**src/rtl/fifo_pkg.sv**
```systemverilog
// Shared definitions for the synchronous FIFO slice.
//   clog2      : ceiling log2 helper for sizing address fields
//   DSIZE_DEF  : default data width
//   ASIZE_DEF  : default address width (depth = 1 << ASIZE)
package fifo_pkg;

   localparam int DSIZE_DEF = 8;
   localparam int ASIZE_DEF = 4;

   function automatic int clog2(input int value);
      int res;
      res = 0;
      while ((1 << res) < value) res++;
      return res;
   endfunction

endpackage

```
**src/rtl/sync_fifo_mem.sv**
```systemverilog
// Storage array for sync_fifo: DEPTH x DSIZE dual-port RAM with a
// synchronous write port and an asynchronous read port.
//   clk   : write clock
//   we    : write enable
//   waddr : write address
//   wdata : write data
//   raddr : read address
//   rdata : read data (combinational from raddr)
// Define FIFO_VENDOR_RAM to swap in a vendor macro with the same behaviour.
module sync_fifo_mem
   import fifo_pkg::*;
#(
   parameter int DSIZE = DSIZE_DEF,
   parameter int ASIZE = ASIZE_DEF
) (
   input  logic             clk,
   input  logic             we,
   input  logic [ASIZE-1:0] waddr,
   input  logic [DSIZE-1:0] wdata,
   input  logic [ASIZE-1:0] raddr,
   output logic [DSIZE-1:0] rdata
);

   localparam int DEPTH = 1 << ASIZE;

`ifdef FIFO_VENDOR_RAM
   vendor_dpram #(.DW(DSIZE), .AW(ASIZE)) u_ram (
      .clk   (clk),
      .we    (we),
      .waddr (waddr),
      .wdata (wdata),
      .raddr (raddr),
      .rdata (rdata)
   );
`else
   // Not reset: contents are only meaningful once written.
   logic [DSIZE-1:0] mem [DEPTH];

   always_ff @(posedge clk) begin
      if (we) mem[waddr] <= wdata;
   end

   assign rdata = mem[raddr];
`endif

endmodule

```
**src/rtl/sync_fifo.sv**
```systemverilog
// Single-clock parametrised FIFO.
//   clk, rst  : clock, asynchronous active-high reset
//   flush     : synchronous clear of contents and error flags (highest priority)
//   wr, wdata : write request and data
//   rd, rdata : read request and data (FWFT=1: head word shown combinationally;
//               FWFT=0: registered, loaded on each accepted read)
//   wfull, rempty, afull, aempty : registered status flags
//   count     : occupancy 0..DEPTH
//   overflow, underflow : sticky error flags for rejected write/read attempts
module sync_fifo
   import fifo_pkg::*;
#(
   parameter int DSIZE     = DSIZE_DEF,
   parameter int ASIZE     = ASIZE_DEF,
   parameter int AFULL_TH  = (1 << ASIZE) - 2,
   parameter int AEMPTY_TH = 2,
   parameter int FWFT      = 0
) (
   input  logic             clk,
   input  logic             rst,
   input  logic             flush,
   input  logic             wr,
   input  logic [DSIZE-1:0] wdata,
   input  logic             rd,
   output logic [DSIZE-1:0] rdata,
   output logic             wfull,
   output logic             rempty,
   output logic             afull,
   output logic             aempty,
   output logic [ASIZE:0]   count,
   output logic             overflow,
   output logic             underflow
);

   localparam int DEPTH = 1 << ASIZE;
   localparam logic [ASIZE:0] FULL_LVL   = (ASIZE+1)'(DEPTH);
   localparam logic [ASIZE:0] AFULL_LVL  = (ASIZE+1)'(AFULL_TH);
   localparam logic [ASIZE:0] AEMPTY_LVL = (ASIZE+1)'(AEMPTY_TH);

   logic [ASIZE-1:0] wptr, rptr;
   logic [ASIZE:0]   count_next;
   logic [DSIZE-1:0] mem_rdata;
   logic             wr_acc, rd_acc;

   // Acceptance uses the registered flags only, so wr/rd never reach a flag
   // combinationally. A full FIFO still accepts a read in the same cycle,
   // and an empty one still accepts a write.
   assign wr_acc = wr && !wfull  && !flush;
   assign rd_acc = rd && !rempty && !flush;

   always_comb begin
      count_next = count;
      if (flush) count_next = '0;
      else       count_next = count + (ASIZE+1)'(wr_acc) - (ASIZE+1)'(rd_acc);
   end

   always_ff @(posedge clk or posedge rst) begin
      if (rst) begin
         wptr      <= '0;
         rptr      <= '0;
         count     <= '0;
         wfull     <= 1'b0;
         rempty    <= 1'b1;
         afull     <= 1'b0;
         aempty    <= 1'b1;
         overflow  <= 1'b0;
         underflow <= 1'b0;
      end else begin
         if (flush) begin
            wptr      <= '0;
            rptr      <= '0;
            overflow  <= 1'b0;
            underflow <= 1'b0;
         end else begin
            if (wr_acc) wptr <= wptr + ASIZE'(1);
            if (rd_acc) rptr <= rptr + ASIZE'(1);
            if (wr && wfull)  overflow  <= 1'b1;
            if (rd && rempty) underflow <= 1'b1;
         end
         // Flags come from count_next so they track count exactly.
         count  <= count_next;
         wfull  <= (count_next == FULL_LVL);
         rempty <= (count_next == '0);
         afull  <= (count_next >= AFULL_LVL);
         aempty <= (count_next <= AEMPTY_LVL);
      end
   end

   sync_fifo_mem #(.DSIZE(DSIZE), .ASIZE(ASIZE)) u_mem (
      .clk   (clk),
      .we    (wr_acc),
      .waddr (wptr),
      .wdata (wdata),
      .raddr (rptr),
      .rdata (mem_rdata)
   );

   generate
      if (FWFT != 0) begin : g_fwft
         assign rdata = mem_rdata;
      end else begin : g_reg
         // Holds across flush and idle cycles; only an accepted read loads it.
         always_ff @(posedge clk or posedge rst) begin
            if (rst)         rdata <= '0;
            else if (rd_acc) rdata <= mem_rdata;
         end
      end
   endgenerate

endmodule

```
**config.mk**
```make
export PLATFORM = sky130hd
export DESIGN_NAME = sync_fifo
export DESIGN_NICKNAME = d
export VERILOG_FILES = /design/src/rtl/fifo_pkg.sv /design/src/rtl/sync_fifo_mem.sv /design/src/rtl/sync_fifo.sv
export SDC_FILE = /design/constraint.sdc
export NUM_CORES = 1
export LEC_CHECK = 0
export BUFFER_PORTS_ARGS = -buffer_cell sky130_fd_sc_hd__buf_2
export CAP_MARGIN = 20
export CORE_AREA = 4 4 112 114
export DETAILED_ROUTE_END_ITERATION = 16
export DIE_AREA = 0 0 116 118
export PLACE_DENSITY = 0.77
export SLEW_MARGIN = 40
export SYNTH_ARGS = -nofsm -noshare
export SYNTH_HDL_FRONTEND = slang
export SYNTH_HIERARCHICAL = 1
export SYNTH_SLANG_ARGS = --single-unit
```
**constraint.sdc**
```tcl
create_clock -name clk -period 7.5 [get_ports clk]
set_input_delay 1.125 -clock clk [delete_from_list [all_inputs] [get_ports clk]]
set_output_delay 1.125 -clock clk [all_outputs]
set_load 0.01 [all_outputs]
```
== After elaboration in Yosys (flattened, before gate mapping) ==
Memories as Yosys holds them, arrays and structs flattened. A register that Yosys moved wholly into a read port is not among the register bits.
Index checks and enable logic that the tools add are counted.
Widths: inputs -> output; s select.

* Memories: 1
* Bits in writable memories: 128
* Flip-flop bits (word level): 19
* Output and inout port bits: 19
* Word-level logic and storage cells: 42

* Muxes and demuxes: 11
* Reductions and logical operators: 14
* Equality and inequality tests: 1
* Add/sub/neg operators: 4
* Magnitude comparators: 2

{| class="wikitable"
|+ Memories
! memory !! depth !! width !! read ports !! clocked after memory_dff !! write ports !! RTL line !! source
|-
| u_mem.mem || 16 || 8 || 1 || 1 || 1 || sync_fifo_mem.sv:37 || <nowiki>logic [DSIZE-1:0] mem [DEPTH];</nowiki>
|}

{| class="wikitable"
|+ Operators by type and width
! cell !! number
|-
| $mux 4 || 4
|-
| $add 4x1->4 const B || 2
|-
| $reduce_bool 2->1 || 4
|-
| $logic_and 1x1->1 || 6
|-
| $mux 1 || 6
|-
| $add 5x1->5 || 1
|-
| $eq 5x5->1 const B || 1
|-
| $ge 5x4->1 const B || 1
|-
| $le 5x2->1 const B || 1
|-
| $logic_not 5->1 || 1
|-
| $mux 5 || 1
|-
| $sub 5x1->5 || 1
|-
| $logic_not 1->1 || 3
|}

== Depth between registers and ports, before layout ==
* Depth after elaboration: 7
* Gate-level depth with buffers: 13
* Mapped depth without buffers: 11

== Hierarchy ==
Netlist, hierarchy kept.

{| class="wikitable"
|+ Modules (own cells, without submodules)
! module !! instances !! cells an instance !! sequential area each (µm²) !! area an instance (µm²)
|-
| sync_fifo_mem || 1 || 221 || 3843.7 || 4987.3
|-
| sync_fifo || 1 || 114 || 678.2 || 1300.0
|}

== Worst setup path before layout ==
OpenSTA, ideal clock, no wires.

* Path type: input -> register
* From: input port flush
* To: register afull
* Setup slack: 4.040 ns
* Arrival time: 3.322 ns
* Cell stages on the path: 13
* Path buffers: 2
* Cells stage by stage: buf_2 inv_1 and2_1 buf_4 ha_1 inv_1 ha_1 inv_1 fa_1 nand2b_1 a21oi_1 xor2_1 a31oi_1

* Elaborated cells between the ends (all ways): 7
* Classes of those cells: 2 x add/sub; 1 x order compare; 1 x mux; 3 x reduce/logical

{| class="wikitable"
|+ RTL lines
! what !! RTL line !! source
|-
| from (decl) || sync_fifo.sv:21 || <nowiki>input logic flush,</nowiki>
|-
| $logic_not 1->1 || sync_fifo.sv:49 || <nowiki>assign rd_acc = rd && !rempty && !flush;</nowiki>
|-
| $logic_and 1x1->1 || sync_fifo.sv:49 ||
|-
| named net rd_acc || sync_fifo.sv:43 || <nowiki>logic wr_acc, rd_acc;</nowiki>
|-
| $sub 5x1->5 || sync_fifo.sv:54 || <nowiki>else count_next = count + (ASIZE+1)'(wr_acc) - (ASIZE+1)'(rd_acc);</nowiki>
|-
| $mux 5 || sync_fifo.sv:53 || <nowiki>if (flush) count_next = '0;</nowiki>
|-
| $ge 5x4->1 || sync_fifo.sv:84 || <nowiki>afull <= (count_next >= AFULL_LVL);</nowiki>
|-
| to (signal assigned) || sync_fifo.sv:84 ||
|-
| to (decl) || sync_fifo.sv:28 || <nowiki>output logic afull,</nowiki>
|}

The timed path passes the listed nets, and every way through them passes these cells.
A chain may end at the register's enable or synchronous reset.

== Worst setup path in the final report ==
* From: input port flush
* To: register afull

* Cells in the longest elaborated chain, start to end: 6
* Elaborated cells between the ends (all ways): 7
* Classes of those cells: 2 x add/sub; 1 x order compare; 1 x mux; 3 x reduce/logical

{| class="wikitable"
|+ RTL lines
! what !! RTL line !! source
|-
| $logic_not 1->1 || sync_fifo.sv:48, sync_fifo.sv:49 ||
|-
| $logic_and 1x1->1 || sync_fifo.sv:48 || <nowiki>assign wr_acc = wr && !wfull && !flush;</nowiki>
|-
| $add 5x1->5 || sync_fifo.sv:54 ||
|-
| $sub 5x1->5 || sync_fifo.sv:54 ||
|-
| $mux 5 * || sync_fifo.sv:53 ||
|-
| $ge 5x4->1 * || sync_fifo.sv:84 ||
|}

Every way passes the cells marked *; elsewhere a longest branch is shown, timed or not.

==> load_flow_metrics.sql <==
INSERT INTO impl_metrics (metric_group, metric, value, unit) VALUES
('route', 'route.vias.total', '3151', ''),
('global_routing', 'groute.usage.overall', '0.1883', ''),
('sta', 'layout_worst_path_cycle_share', '0.4788', ''),
('floorplan', 'floorplan.core_area', '0.01142', 'sq mm'),
('global_routing', 'first_pass_grt_wire_length', '18620', 'microns'),
('yosys', 'post_synthesis_cell_count', '335', ''),
('yosys', 'synth.area.top_cells', 'sky130_fd_sc_hd__edfxtp_1 (61%), sky130_fd_sc_hd__dfrtp_1 (10%), sky130_fd_sc_hd__mux4_2 (6.4%)', ''),
('sta', 'slew-limit-headroom', '0.4566', ''),
('clocking', 'clkLatencyLatePin', '0.42', 'ns'),
('yosys', 'synthDominantAreaCellType', 'sky130_fd_sc_hd__edfxtp_1', ''),
('clocking', 'holdBufCountCts', '0', ''),
('clocking', 'ctsLongestPathBuffers', '2', ''),
('global_routing', 'grt-ovfl-total', '0', ''),
('placed_design', 'dp_cells', '499', ''),
('clocking', 'ctsResizeCount', '0', ''),
('sta', 'timing_worst_slew_pin_value', '0.8121', 'ns'),
('finish', 'fin_util', '0.6304', ''),
('floorplan', 'die_width', '116', 'microns'),
('worst_setup_path', 'setup.worst_path.start_class', 'primary input', ''),
('route', 'ant_nets', '0', ''),
('finish', 'area_growth_syn_to_layout', '14.49', '%'),
('sta', 'setup_violations', '0', ''),
('worst_setup_path', 'criticalPathCategory', 'in -> reg', ''),
('clocking', 'clk_root_buffer_cell', 'sky130_fd_sc_hd__clkbuf_16', ''),
('placed_design', 'io_buffers', '31', ''),
('route', 'detail_route.first_pass.iterations', '5', ''),
('route', 'post_drt_via_cell_ratio', '5.934', ''),
('finish', 'antennaDiodeCount', '0', ''),
('status', 'run_status', 'finished clean', ''),
('global_routing', 'grt_antenna_before_repair', '0', ''),
('global_routing', 'first_global_vias', '3213', ''),
('finish', 'nFillCells', '769', ''),
('route', 'drt_iter0_markers', '356', ''),
('run', 'max-cap-violations', '0', ''),
('yosys', 'post_synthesis_sequential_element_count', '155', ''),
('floorplan', 'boundaryPins', '32', ''),
('yosys', 'yosys.area.top_type_share', '0.6113', ''),
('clocking', 'path_clk_slew', '0.06', 'ns'),
('power_and_ir_drop', 'power_per_cell_area', '337.3', 'mW/mm^2'),
('power_and_ir_drop', 'leakage', '2.522', 'nW'),
('worst_setup_path', 'worst-endpoint-arrival', '3.87', 'ns'),
('worst_setup_path', 'endpoint_kind', 'register', ''),
('sta', 'grt_setup_unrepaired', 'false', ''),
('yosys', 'yosys.cell_types.count', '40', ''),
('sta', 'final-hold-violation-count', '0', ''),
('sta', 'clock-skew-final', '0.01437', 'ns'),
('floorplan', 'die-height', '118', 'microns'),
('worst_setup_path', 'path_max_fanout', '18', ''),
('route', 'routedWlPerCell', '22.53', 'microns'),
('sta', 'finalSetupTns', '0', 'ns'),
('placed_design', 'dpl_cell_area', '0.006565', 'sq mm'),
('yosys', 'mappedNetlistArea', '0.006287', 'sq mm'),
('finish', 'share_of_post_route_cells_with_drive_strength_above_1', '0.2887', ''),
('worst_setup_path', 'crit_required', '7.78', 'ns'),
('floorplan', 'row_count', '39', ''),
('finish', 'layout.nets', '396', ''),
('yosys', 'syn_area_per_cell', '18.77', 'sq um'),
('sta', 'slew_violations', '0', ''),
('clocking', 'cts.sinks', '155', ''),
('clocking', 'cts_tree', 'done', ''),
('yosys', 'synth_nets', '356', ''),
('floorplan', 'floorplan.initialDensity', '0.5506', ''),
('sta', 'fmax', '0.2785', 'GHz'),
('clocking', 'tritoncts.num_buffers', '17', ''),
('finish', 'finalInstanceArea', '0.007198', 'sq mm'),
('route', 'detail_route.wirelength', '11960', 'microns'),
('finish', 'instances_no_fill', '531', ''),
('yosys', 'ys_warn_count', '6', ''),
('sta', 'finalCriticalPeriod', '3.591', 'ns'),
('yosys', 'synth.yosys.seq_area_share', '0.7192', ''),
('placed_design', 'routabilityCongestion', '0.8208', ''),
('floorplan', 'fp.dieArea', '0.01369', 'sq mm'),
('global_routing', 'grt_start_max_net_pins', '36', ''),
('clocking', 'htree_levels', '4', ''),
('clocking', 'cts_setup_buffers', '0', ''),
('route', 'drc_errors', '0', ''),
('placed_design', 'post-dp-hpwl', '7304', 'microns'),
('power_and_ir_drop', 'max-vdd-ir-drop', '315.5', 'uV'),
('min_path', 'hp-class', 'reg -> reg', '');
[power by group]
| group | internal (W) | switching, W | total (W) |
|---|---|---|---|
| sequential | 0.00100 | 0.0000825 | 0.00109 |
| combinational | 0.000226 | 0.000254 | 0.000480 |
| clock | 0.000533 | 0.000329 | 0.000861 |
| total | 0.00176 | 0.000665 | 0.00243 |
[cells by family after synthesis]
kind of cell	Yosys count	share of synthesized area
compound gates	28	0.03283
xor+xnor	11	0.01532
fa+ha+maj	8	0.01711
buf+inv	22	0.02169
flops	155	0.7192
mux	42	0.1405
simple gates	69	0.05333
[layer usage]
metal | global-route usage | up-vias | part of all wire
li1 | - | 1406 | -
met1 | 0.2632 | 1612 | 0.41
met2 | 0.2899 | 119 | 0.51
met3 | 0.04936 | 14 | 0.066
met4 | 0.06236 | 0 | 0.014
met5 | 0 | - | 0
[cells in the mapped netlist]
cell type                         instances
sky130_fd_sc_hd__ha_1                     7
sky130_fd_sc_hd__mux4_1                  14
sky130_fd_sc_hd__nor2b_2                  1
sky130_fd_sc_hd__fa_1                     1
sky130_fd_sc_hd__a31oi_1                  1
sky130_fd_sc_hd__and2_1                   2
sky130_fd_sc_hd__dfrtp_1                 25
sky130_fd_sc_hd__xnor2_1                  3
sky130_fd_sc_hd__or2b_2                   1
sky130_fd_sc_hd__nand3b_1                 2
sky130_fd_sc_hd__or4_1                    1
sky130_fd_sc_hd__nor4_2                   1
sky130_fd_sc_hd__o31ai_1                  2
sky130_fd_sc_hd__nor2_1                  31
sky130_fd_sc_hd__clkdlybuf4s25_2          3
sky130_fd_sc_hd__inv_1                    9
sky130_fd_sc_hd__a22oi_2                  1
sky130_fd_sc_hd__nand2b_1                 4
sky130_fd_sc_hd__a21o_1                   1
sky130_fd_sc_hd__a21oi_1                  5
sky130_fd_sc_hd__buf_1                    1
sky130_fd_sc_hd__buf_2                    4
sky130_fd_sc_hd__o21ai_0                  1
sky130_fd_sc_hd__mux4_2                  18
sky130_fd_sc_hd__dfstp_2                  2
sky130_fd_sc_hd__nor2b_1                  4
sky130_fd_sc_hd__nand4_1                  2
sky130_fd_sc_hd__nand3_1                  2
sky130_fd_sc_hd__edfxtp_1               128
sky130_fd_sc_hd__o2bb2ai_2                1
sky130_fd_sc_hd__nor3_1                   4
sky130_fd_sc_hd__and2b_1                  1
sky130_fd_sc_hd__buf_4                    2
sky130_fd_sc_hd__or3b_2                   1
sky130_fd_sc_hd__buf_6                    3
sky130_fd_sc_hd__a22oi_1                 16
sky130_fd_sc_hd__nand2_1                 12
sky130_fd_sc_hd__xor2_1                   8
sky130_fd_sc_hd__mux2_2                   8
sky130_fd_sc_hd__mux2i_1                  2
[cell type report]
| type | count | area (sq um) | share of cell area |
|---|---|---|---|
| Clock inverter | 8 | 73.82 | 0.01026 |
| Inverter | 9 | 33.78 | 0.004693 |
| Timing Repair Buffer | 34 | 177.7 | 0.02468 |
| Multi-Input combinational cell | 158 | 1674 | 0.2326 |
| Clock buffer | 24 | 534.3 | 0.07422 |
| Tap cell | 143 | 178.9 | 0.02486 |
| Sequential cell | 155 | 4526 | 0.6287 |
[final timing paths]
path,slack (ns),startpoint,cells after the start,to
setup reg to reg,4.34,rempty,11,afull
hold / removal,0.49,underflow,2,underflow
min in group asynchronous,0.76,rst,2,rdata[7]
setup / recovery,3.91,flush,12,afull
hold reg to reg,0.49,underflow,2,underflow
max in group asynchronous,6.30,rst,2,rptr[0]
[critical path: stages]
cell and delay, ns:
sky130_fd_sc_hd__buf_2 0.20, sky130_fd_sc_hd__inv_1 0.15, sky130_fd_sc_hd__and2_1 0.42, sky130_fd_sc_hd__ha_1 0.32, sky130_fd_sc_hd__inv_1 0.06, sky130_fd_sc_hd__ha_1 0.19
sky130_fd_sc_hd__inv_1 0.08, sky130_fd_sc_hd__fa_1 0.41, sky130_fd_sc_hd__nand2b_1 0.22, sky130_fd_sc_hd__a21oi_1 0.26, sky130_fd_sc_hd__xor2_1 0.30, sky130_fd_sc_hd__a31oi_1 0.14
[registers in the layout, indices dropped and copies added, names as in the netlist]
register,flops
overflow,1
rdata,8
wfull,1
wptr,4
aempty,1
afull,1
rempty,1
u_mem/mem,128
count,5
rptr,4
underflow,1
[layout by cell type, fill, tap and decap left out, types with 9 or more instances in the layout]
| master | instances |
|---|---|
| sky130_fd_sc_hd__nor2_2 | 9 |
| sky130_fd_sc_hd__dfrtp_1 | 24 |
| sky130_fd_sc_hd__a22oi_1 | 16 |
| sky130_fd_sc_hd__mux4_2 | 18 |
| sky130_fd_sc_hd__nor2_1 | 22 |
| sky130_fd_sc_hd__mux4_1 | 14 |
| sky130_fd_sc_hd__edfxtp_1 | 128 |
| sky130_fd_sc_hd__clkbuf_16 | 19 |
| sky130_fd_sc_hd__nand2_1 | 12 |
| sky130_fd_sc_hd__buf_2 | 31 |
[per-stage QoR]
step,worst slack [ns],hold WS (ns),total power [W]
after floorplan,4.040,0.5263,0.001432
after global placement,3.683,0.4764,0.001558
after detailed placement,3.539,0.4815,0.001575
after CTS,3.929,0.4966,0.002442
after global routing,3.724,0.5326,0.002537
final,3.909,0.4922,0.002428
No activity file was read; power rests on OpenSTA's default activity.
